[src/rtl/uart_rx_capture_if.sv]
// Receive-side bundle for uart_rx_capture: FIFO handshake plus status.
// master = the receiver that produces bytes, slave = the consumer.
interface uart_rx_capture_if;
    logic [7:0] rx_data;
    logic       rx_valid;
    logic       rx_ack;
    logic       frame_err;
    logic       overrun;
    logic       err_clr;
    logic       busy;

    modport master (
        output rx_data, rx_valid, frame_err, overrun, busy,
        input  rx_ack, err_clr
    );

    modport slave (
        input  rx_data, rx_valid, frame_err, overrun, busy,
        output rx_ack, err_clr
    );
endinterface

[src/rtl/uart_rx_capture.sv]
// 8N1 UART receiver: 16x oversampling, 3-sample majority vote per bit,
// small receive FIFO popped through a valid/ack handshake.
module uart_rx_capture #(
    parameter int clk_freq       = 100000000,
    parameter int uart_baud_rate = 1152000,
    parameter int FIFO_DEPTH     = 4
) (
    input  logic               clk,
    input  logic               rst,
    input  logic               uart_rxd,
    uart_rx_capture_if.master  rx
);
    localparam int DIV_RAW = clk_freq / (uart_baud_rate * 16);
    localparam int DIV     = (DIV_RAW < 1) ? 1 : DIV_RAW;
    localparam int DW      = (DIV > 1) ? $clog2(DIV) : 1;
    localparam int AW      = $clog2(FIFO_DEPTH);

    typedef enum logic [2:0] {
        S_IDLE,
        S_START,
        S_DATA,
        S_STOP,
        S_BREAK
    } state_t;

    state_t            r_state;
    state_t            w_next;
    logic              r_sync1;
    logic              r_sync2;
    logic [DW-1:0]     r_div;
    logic [3:0]        r_sc;
    logic [2:0]        r_idx;
    logic              r_s7;
    logic              r_s8;
    logic [7:0]        r_shift;
    logic [7:0]        r_mem [FIFO_DEPTH];
    logic [AW-1:0]     r_wp;
    logic [AW-1:0]     r_rp;
    logic [AW:0]       r_cnt;
    logic              r_ferr;
    logic              r_ovr;

    logic              w_rxd;
    logic              w_tick;
    logic              w_maj;
    logic              w_dec;
    logic              w_push;
    logic              w_ferr_set;
    logic              w_valid;
    logic              w_full;
    logic              w_pop;
    logic              w_wr;
    logic              w_ovr_set;

    assign w_rxd      = r_sync2;
    assign w_tick     = (r_div == DW'(DIV - 1));
    assign w_maj      = (r_s7 & r_s8) | (r_s7 & w_rxd) | (r_s8 & w_rxd);
    assign w_dec      = (r_state == S_STOP) && w_tick && (r_sc == 4'd9);
    assign w_push     = w_dec && w_maj;
    assign w_ferr_set = w_dec && !w_maj;

    assign w_valid    = (r_cnt != '0);
    assign w_full     = (r_cnt == (AW+1)'(FIFO_DEPTH));
    assign w_pop      = w_valid && rx.rx_ack;
    assign w_wr       = w_push && (!w_full || w_pop);
    assign w_ovr_set  = w_push && w_full && !w_pop;

    assign rx.rx_data   = w_valid ? r_mem[r_rp] : 8'h00;
    assign rx.rx_valid  = w_valid;
    assign rx.frame_err = r_ferr;
    assign rx.overrun   = r_ovr;
    assign rx.busy      = (r_state != S_IDLE);

    // Two-flop synchroniser, idles high so reset never looks like a start bit
    always_ff @(posedge clk or negedge rst) begin
        if (!rst) begin
            r_sync1 <= 1'b1;
            r_sync2 <= 1'b1;
        end else begin
            r_sync1 <= uart_rxd;
            r_sync2 <= r_sync1;
        end
    end

    // Free-running oversample tick divider
    always_ff @(posedge clk or negedge rst) begin
        if (!rst) begin
            r_div <= '0;
        end else if (w_tick) begin
            r_div <= '0;
        end else begin
            r_div <= r_div + DW'(1);
        end
    end

    // Receiver state register
    always_ff @(posedge clk or negedge rst) begin
        if (!rst) begin
            r_state <= S_IDLE;
        end else begin
            r_state <= w_next;
        end
    end

    // Receiver next-state decode
    always_comb begin
        w_next = r_state;
        unique case (r_state)
            S_IDLE: begin
                if (!w_rxd) w_next = S_START;
            end
            S_START: begin
                if (w_tick && r_sc == 4'd7 && w_rxd) begin
                    w_next = S_IDLE;
                end else if (w_tick && r_sc == 4'd15) begin
                    w_next = S_DATA;
                end
            end
            S_DATA: begin
                if (w_tick && r_sc == 4'd15 && r_idx == 3'd7) begin
                    w_next = S_STOP;
                end
            end
            S_STOP: begin
                if (w_dec) w_next = w_maj ? S_IDLE : S_BREAK;
            end
            S_BREAK: begin
                if (w_rxd) w_next = S_IDLE;
            end
            default: w_next = S_IDLE;
        endcase
    end

    // Bit-cell position, mid-cell samples and byte assembly
    always_ff @(posedge clk or negedge rst) begin
        if (!rst) begin
            r_sc    <= '0;
            r_idx   <= '0;
            r_s7    <= 1'b1;
            r_s8    <= 1'b1;
            r_shift <= '0;
        end else begin
            if (r_state == S_IDLE) begin
                r_sc <= '0;
            end else if (w_tick) begin
                r_sc <= r_sc + 4'd1;
            end
            if (w_tick && r_sc == 4'd7) r_s7 <= w_rxd;
            if (w_tick && r_sc == 4'd8) r_s8 <= w_rxd;
            if (r_state == S_START) begin
                r_idx <= '0;
            end else if (r_state == S_DATA && w_tick && r_sc == 4'd15) begin
                r_idx <= r_idx + 3'd1;
            end
            if (r_state == S_DATA && w_tick && r_sc == 4'd9) begin
                r_shift[r_idx] <= w_maj;
            end
        end
    end

    // FIFO storage; contents are don't-care while their slot is empty
    always_ff @(posedge clk) begin
        if (w_wr) r_mem[r_wp] <= r_shift;
    end

    // FIFO pointers and occupancy
    always_ff @(posedge clk or negedge rst) begin
        if (!rst) begin
            r_wp  <= '0;
            r_rp  <= '0;
            r_cnt <= '0;
        end else begin
            if (w_wr) r_wp <= r_wp + AW'(1);
            if (w_pop) r_rp <= r_rp + AW'(1);
            if (w_wr && !w_pop) begin
                r_cnt <= r_cnt + (AW+1)'(1);
            end else if (!w_wr && w_pop) begin
                r_cnt <= r_cnt - (AW+1)'(1);
            end
        end
    end

    // Sticky error flags; a same-cycle set beats the clear
    always_ff @(posedge clk or negedge rst) begin
        if (!rst) begin
            r_ferr <= 1'b0;
            r_ovr  <= 1'b0;
        end else begin
            if (w_ferr_set) begin
                r_ferr <= 1'b1;
            end else if (rx.err_clr) begin
                r_ferr <= 1'b0;
            end
            if (w_ovr_set) begin
                r_ovr <= 1'b1;
            end else if (rx.err_clr) begin
                r_ovr <= 1'b0;
            end
        end
    end
endmodule
[src/flat_wrapper.sv]
// flat-port wrapper written by rule: the top's interface ports become plain ports
module uart_rx_capture_flat 
#(
    parameter int clk_freq       = 100000000,
    parameter int uart_baud_rate = 1152000,
    parameter int FIFO_DEPTH     = 4
)
  (clk, rst, uart_rxd, rx_rx_data, rx_rx_valid, rx_frame_err, rx_overrun, rx_busy, rx_rx_ack, rx_err_clr);
  uart_rx_capture_if rx_i ();
  input  logic clk;
  input  logic rst;
  input  logic uart_rxd;
  output wire logic [$bits(rx_i.rx_data)-1:0] rx_rx_data;
  output wire logic [$bits(rx_i.rx_valid)-1:0] rx_rx_valid;
  output wire logic [$bits(rx_i.frame_err)-1:0] rx_frame_err;
  output wire logic [$bits(rx_i.overrun)-1:0] rx_overrun;
  output wire logic [$bits(rx_i.busy)-1:0] rx_busy;
  input wire logic [$bits(rx_i.rx_ack)-1:0] rx_rx_ack;
  input wire logic [$bits(rx_i.err_clr)-1:0] rx_err_clr;
  assign rx_rx_data = rx_i.rx_data;
  assign rx_rx_valid = rx_i.rx_valid;
  assign rx_frame_err = rx_i.frame_err;
  assign rx_overrun = rx_i.overrun;
  assign rx_busy = rx_i.busy;
  assign rx_i.rx_ack = rx_rx_ack;
  assign rx_i.err_clr = rx_err_clr;
  uart_rx_capture #(.clk_freq(clk_freq), .uart_baud_rate(uart_baud_rate), .FIFO_DEPTH(FIFO_DEPTH)) u_core (.clk(clk), .rst(rst), .uart_rxd(uart_rxd), .rx(rx_i));
endmodule
[config.mk]
export PLATFORM = sky130hd
export DESIGN_NAME = uart_rx_capture_flat
export DESIGN_NICKNAME = d
export VERILOG_FILES = /design/src/rtl/uart_rx_capture_if.sv /design/src/rtl/uart_rx_capture.sv /design/src/flat_wrapper.sv
export SDC_FILE = /design/constraint.sdc
export NUM_CORES = 1
export LEC_CHECK = 0
export ABC_AREA = 1
export BUFFER_PORTS_ARGS = -buffer_cell sky130_fd_sc_hd__buf_2
export CORE_ASPECT_RATIO = 0.5
export CORE_UTILIZATION = 60
export DETAILED_ROUTE_END_ITERATION = 8
export PLACE_DENSITY = 0.82
export SLEW_MARGIN = 30
export SYNTH_ARGS = -nofsm -noshare
export SYNTH_HDL_FRONTEND = slang
export SYNTH_SLANG_ARGS = --single-unit
[constraint.sdc]
create_clock -name clk -period 2.7 [get_ports clk]
set_input_delay 0.135 -clock clk [delete_from_list [all_inputs] [get_ports clk]]
set_output_delay 0.135 -clock clk [all_outputs]
set_load 0.1 [all_outputs]
# After elaboration in Yosys (flattened, before gate mapping)
# Memory sizes are Yosys's and may differ from the RTL's.
# Index checks and enable logic that the tools add are counted.
[classes]
add_sub_neg = 7
order_cmp = 2
eq_ne = 16
mux = 24
bitwise_logic = 5
reduce_logical = 33
[op_table]
columns = ["cell", "count"]
rows = [
  ["3-bit 2-to-1 mux", 12],
  ["1-bit logical AND", 19],
  ["3-bit one-hot mux with 5 select lines", 1],
  ["3-bit equality test (second input constant)", 4],
  ["4-bit equality test (second input constant)", 3],
  ["2-bit nonzero test", 5],
  ["3-bit by 1-bit adder with 3-bit output (second input constant)", 3],
  ["8-bit bitwise mux", 1],
  ["4-bit 2-to-1 mux", 2],
  ["8-bit 2-to-1 mux", 1],
  ["3-bit by 2-bit equality test with 1-bit output (second input constant)", 2],
  ["1-bit 2-to-1 mux", 6],
  ["2-bit by 1-bit != test with 1-bit output (second input constant)", 3],
  ["3-bit nonzero test", 2],
  ["5-bit AND reduction", 1],
  ["2-bit by 1-bit adder with 2-bit output (second input constant)", 2],
  ["4-bit by 1-bit adder with 4-bit output (second input constant)", 1],
  ["4-bit by 3-bit equality test with 1-bit output (second input constant)", 1],
  ["1-bit logical NOT", 4],
  ["3-bit by 4-bit less-than comparator with 1-bit output (second input constant)", 1],
  ["1-bit AND", 3],
  ["1-bit demux with 3-bit select", 1],
  ["3-bit by 1-bit equality test with 1-bit output (second input constant)", 1],
  ["3-bit by 1-bit greater-or-equal comparator with 1-bit output (second input constant)", 1],
  ["6 further kinds", 7],
]
[word_totals]
register_bits = 34
ramBits = 32
inputBits = 5
out_inout_bits = 12
word_cells = 102
mem_count = 1
[mem_list]
columns = ["name", "words", "word_bits", "read_ports", "rd_clocked_by_memory_dff", "wr", "line", "source"]
rows = [
  ["u_core.r_mem", 4, 8, 1, 0, 1, "uart_rx_capture.sv:36", "logic [7:0] r_mem [FIFO_DEPTH];"],
]

# Depth between registers and ports, before layout
[logic_depth]
ltp_word = 9
ltp_mapped = 14
mapped_depth_nobuf = 14

# Worst setup path after synthesis
# No wires, ideal clock.
[synth_path]
path_type = "register -> output"
start = "reg u_core.r_rp[0]"
end = "out rx_rx_data[1]"
arrival_time_ns = 2.404
t_required_ns = 2.565
slack_ns = 0.161
path_stages_with_launch = 6
cell_sequence = "dfrtp_1 > buf_2 > inv_2 > clkbuf_1 > o21ai_0 > a21oi_1"
[synth_between]
elab_chain_cells = 2
[synth_rtl]
columns = ["element", "line", "source"]
rows = [
  ["start, declared", "uart_rx_capture.sv:38", "logic [AW-1:0] r_rp;"],
  ["start signal, assigned", "uart_rx_capture.sv:174", "if (w_pop) r_rp <= r_rp + AW'(1);"],
  ["memory read 4 x 8 bit", "-", ""],
  ["8-bit 2-to-1 mux", "uart_rx_capture.sv:68", "assign rx.rx_data = w_valid ? r_mem[r_rp] : 8'h00;"],
  ["end, declared", "flat_wrapper.sv:13", "output wire logic [$bits(rx_i.rx_data)-1:0] rx_rx_data;"],
]
# Every way passes these cells.

# Worst setup path in the final report
[layout_path]
start = "reg u_core.r_div[0]"
end = "reg u_core.r_cnt[2]"
[layout_between]
elab_chain_cells = 8
elab_cells_between_ends = 10
classes_between = "eq/ne: 1; mux: 1; reduce/logical: 8"
[layout_rtl]
columns = ["element", "line", "source"]
rows = [
  ["start, declared", "uart_rx_capture.sv:30", "logic [DW-1:0] r_div;"],
  ["start signal, assigned", "uart_rx_capture.sv:92", "r_div <= r_div + DW'(1);"],
  ["3-bit equality test (*)", "uart_rx_capture.sv:56", "assign w_tick = (r_div == DW'(DIV - 1));"],
  ["1-bit logical AND (*) (2 in a row)", "uart_rx_capture.sv:58", "assign w_dec = (r_state == S_STOP) && w_tick && (r_sc == 4'd9);"],
  ["1-bit logical AND (*)", "uart_rx_capture.sv:59", "assign w_push = w_dec && w_maj;"],
  ["1-bit logical AND (*)", "uart_rx_capture.sv:65", "assign w_wr = w_push && (!w_full || w_pop);"],
  ["net u_core.w_wr", "uart_rx_capture.sv:52", "logic w_wr;"],
  ["1-bit logical NOT", "uart_rx_capture.sv:177", "end else if (!w_wr && w_pop) begin"],
  ["1-bit logical AND", "uart_rx_capture.sv:177", ""],
  ["2-bit nonzero test (no source line)", "-", ""],
  ["end signal, assigned", "uart_rx_capture.sv:176", "r_cnt <= r_cnt + (AW+1)'(1);"],
  ["end signal, assigned", "uart_rx_capture.sv:178", "r_cnt <= r_cnt - (AW+1)'(1);"],
  ["end, declared", "uart_rx_capture.sv:39", "logic [AW:0] r_cnt;"],
]
# Mark *: on every way through the listed nets, which the timed path passes. The rest lies on a longest branch.
# A chain may end at the register's enable or synchronous reset.

==> results.py <==
metrics = {
    "synthesis": {
        "synthesis.area_um2": 3000,
        "ys_ff_latch": 66,
        "ys_seq_area_frac": 0.605,
        "synth.net_count": 313,
        "synth_edf_count": 32,
        "yosys.area.top_type": "edfxtp_1",
        "syn_area_per_cell_um2": 10.2,
        "async_flop_share": 0.515,
        "synthTopCellsByArea": "edfxtp_1 32%, dfrtp_1 25%, o21ai_0 5.5%",
        "ys_types": 32,
        "synthTopCellsByCount": "41 x nor2_1, 40 x nand2_1, 33 x inv_1, 33 x o21ai_0, 32 x edfxtp_1",
        "synth-main-ff-cell": "edfxtp_1",
        "yosysMostFrequentCell": "nor2_1",
        "ys_warn_count": 0,
        "netlist.area_leader.share": 0.320,
        "synthCells": 295,
    },
    "sta": {
        "skew_ns": 0.00967,
        "grt_setup_unrepaired": "no",
        "slew_viol_final": 0,
        "max_freq_mhz": 395,
        "fin_crit_sh": 0.938,
        "setup_violations": 0,
        "worst_pin_slew_ns": 0.740,
        "setup_tns_ns": 0,
        "min_period_ns": 2.53,
        "relSlewSlack": 0.502,
        "finalHoldViolCount": 0,
    },
    "die": {
        "dieWidth_um": 102,
        "placementRows": 17,
        "start_util": 0.654,
        "num_io_pins": 17,
        "die_area_um2": 5310,
        "die_y_um": 52.0,
        "core-area_um2": 4590,
    },
    "clock_network": {
        "clk_pin_slew_ns": 0.07,
        "cts-buffers-inserted": 9,
        "cts.path.max_buffers": 2,
        "root_buffer": "clkbuf_8",
        "htreeDepth": 3,
        "cts_tree": "built",
        "clk_latency_ns": 0.34,
        "clock_sinks": 66,
    },
    "route": {
        "dr.pass1.iters": 5,
        "route.detailed.drc": 0,
        "drt_iter0_markers": 121,
        "wl_um": 5440,
        "antenna_left": 0,
        "vias": 2044,
        "wl_per_cell_um": 13.8,
        "via_per_inst": 5.20,
    },
    "layout": {
        "drive_gt1_frac": 0.177,
        "syn_to_final_growth_pct": 12.8,
        "nets": 340,
        "antenna_cells": 0,
        "fin_util": 0.737,
    },
    "power": {
        "intPower_mw": 1.80,
        "seqPwrFrac": 0.353,
        "sw_frac_of_total": 0.480,
        "max-vdd-ir-drop_uv": 996,
        "power_frac_clock": 0.229,
        "leakagePower_nw": 1.43,
        "power_density_nw_per_um2": 1020,
        "combPwrFrac": 0.418,
        "switching_power_mw": 1.66,
    },
    "global_route": {
        "overflow": 0,
        "grt_max_degree": 35,
        "grt_use_total": 0.231,
        "grt_pass1_wl_um": 8670,
        "grt_pass1_vias": 1955,
        "antenna_found_initial": 0,
    },
    "critical_path": {
        "crit_arrival_ns": 2.75,
        "cp_max_fo": 6,
        "r2r_end": "u_core.r_cnt[2]$_DFFE_PN0P_",
        "rr_startpoint": "u_core.r_div[0]$_DFF_PN0_",
        "critical_path_class": "reg -> reg",
        "reg2reg_depth": 14,
        "cp-start-kind": "flip-flop",
        "crit_chain": "inv_1 -> ha_1 -> nand2_2 -> inv_2 -> nand3_4 -> inv_2 -> nand3_2 -> nor2_4 -> ha_1 -> inv_1 -> fa_1 -> a21oi_1 -> o21ai_0 -> xor2_1",
        "critPathLaunch": "u_core.r_div[0]$_DFF_PN0_",
        "slowest_delay_ns": 0.45,
        "rrSetupSlack_ns": 0.17,
        "cpMaxStageDelayCell": "fa_1",
        "cp.required_ns": 2.92,
        "cp-endpoint": "u_core.r_cnt[2]$_DFFE_PN0P_",
        "crit_path_end_kind": "flip-flop",
    },
    "hold_path": {
        "min_path_type": "in -> reg",
    },
    "run": {
        "drv_cap": 0,
    },
    "place": {
        "place_hpwl_um": 3550,
        "portBuffers": 16,
        "globalplace.congestion": 0.907,
    },
    "outcome": {
        "outcome": "completed",
    },
}
[repair_timing]
| item | CTS | global route |
|---|---|---|
| resized for setup | 0 | 1 |
| endpoints found under the setup margin | 0 | 1 |
| hold buffers | 2 | 0 |
| buffers inserted | 0 | 1 |
| hold endpoints to repair | 31 | 0 |
[metal layers]
layer | wire length (µm) | vias up | global-route usage
li1 | - | 1023 | -
met1 | 2470 | 958 | 0.275
met2 | 2610 | 50 | 0.386
met3 | 268 | 13 | 0.0860
met4 | 86 | 0 | 0.0952
met5 | 0 | - | 0
[sequential cells by signal, summed over array words and instances (netlist names)]
register and cells:
u_core.r_rp 2, u_core.r_s8 1, u_core.r_cnt 3, u_core.r_idx 3
u_core.r_wp 2, u_core.r_mem 32, u_core.r_sc 4, u_core.r_shift 8
u_core.r_s7 1, u_core.r_div 3, u_core.r_sync2 1, u_core.rx.frame_err 1
u_core.rx.overrun 1, u_core.r_state 3, u_core.r_sync1 1
[logic make-up (layout without fill, tap and decap cells)]
kind of cell	count (synthesis)	in the layout	share of synthesized area
and+or+nand+nor	116	116	0.177
DFF	66	66	0.605
AOI/OAI and AO/OA	50	50	0.0858
buffers and inverters	44	76	0.0571
adders and majority gates	13	13	0.0567
xor gates and xnor gates	5	5	0.0146
muxes	1	1	0.00375
[through the flow]
stage | power (mW) | hold WS, ns | instance area [µm²] | cells | setup slack, ns
finish | 3.46 | 0.0179 | 3390 | 393 | 0.168
detailed placement | 2.67 | 0.241 | 3160 | 374 | 0.180
floorplan | 2.44 | -0.161 | 3000 | 295 | 0.161
global route | 3.62 | 0.00371 | 3390 | 393 | 0.00568
CTS | 3.46 | 0.00427 | 3370 | 392 | 0.146
global placement | 2.64 | 0.237 | 3160 | 374 | 0.264
[power by group through the flow]
stage | sequential [mW] | clock, mW | combinational, mW
detailed placement | 1.24 | 0 | 1.43
global route | 1.23 | 0.852 | 1.54
floorplan | 1.16 | 0 | 1.28
global placement | 1.23 | 0 | 1.40
CTS | 1.22 | 0.807 | 1.44
finish | 1.22 | 0.793 | 1.44
[layout make-up]
class	instances	area, µm²
sequential	66	1820
fill	307	1210
multi-input combinational	185	1020
inverter	39	149
clock buffer	9	124
timing repair buffer	21	123
tap	66	82.6
clock inverter	7	70.1
[cells in the final DEF, fill, tap and decap left out, types with 2 or more instances in the layout]
master | synthesis | routed
nand2_1 | 40 | 40
buf_4 | 0 | 3
o21ai_0 | 33 | 33
nor2_2 | 6 | 6
clkinv_1 | 1 | 3
dfrtp_1 | 30 | 30
nor2_1 | 41 | 41
a21oi_1 | 12 | 12
edfxtp_1 | 32 | 32
clkbuf_8 | 0 | 9
inv_2 | 4 | 4
o21ai_1 | 2 | 2
dfstp_2 | 4 | 4
ha_1 | 12 | 12
inv_1 | 33 | 33
nor2_4 | 2 | 2
nand3_1 | 17 | 17
dlygate4sd3_1 | 0 | 2
clkinv_4 | 0 | 2
nor3_1 | 2 | 2
buf_2 | 3 | 16
clkinvlp_4 | 0 | 2
xor2_1 | 3 | 3
nand2_2 | 2 | 2
xnor2_1 | 2 | 2
[how the worst min path moves through the flow]
stage | depth (start not counted) | slack (ns) | end | from
3_3_place_gp | 1 | 0.24 | u_core.r_state[2]$_DFFE_PN0P_ | rst
4_1_cts | 2 | 0.004 | u_core.rx.overrun$_DFFE_PN0P_ | rx_err_clr
2_1_floorplan | 0 | -0.16 | u_core.r_cnt[0]$_DFFE_PN0P_ | rst
5_1_grt | 2 | 0.004 | u_core.rx.overrun$_DFFE_PN0P_ | rx_err_clr
6_report | 2 | 0.02 | u_core.rx.overrun$_DFFE_PN0P_ | rx_err_clr
3_5_place_dp | 1 | 0.24 | u_core.r_state[2]$_DFFE_PN0P_ | rst
[critical path: cells and delay by family, from the launching register on]
kind / cells / cell delay, ns
XOR/XNOR: 1 / 0.15
buffers and inverters: 4 / 0.35
AND/OR/NAND/NOR: 4 / 0.50
flip-flops: 1 / 0.39
AO/OA/AOI/OAI: 2 / 0.25
adder cells (fa/ha/maj): 3 / 0.78
(Power assumes the default switching activity.)
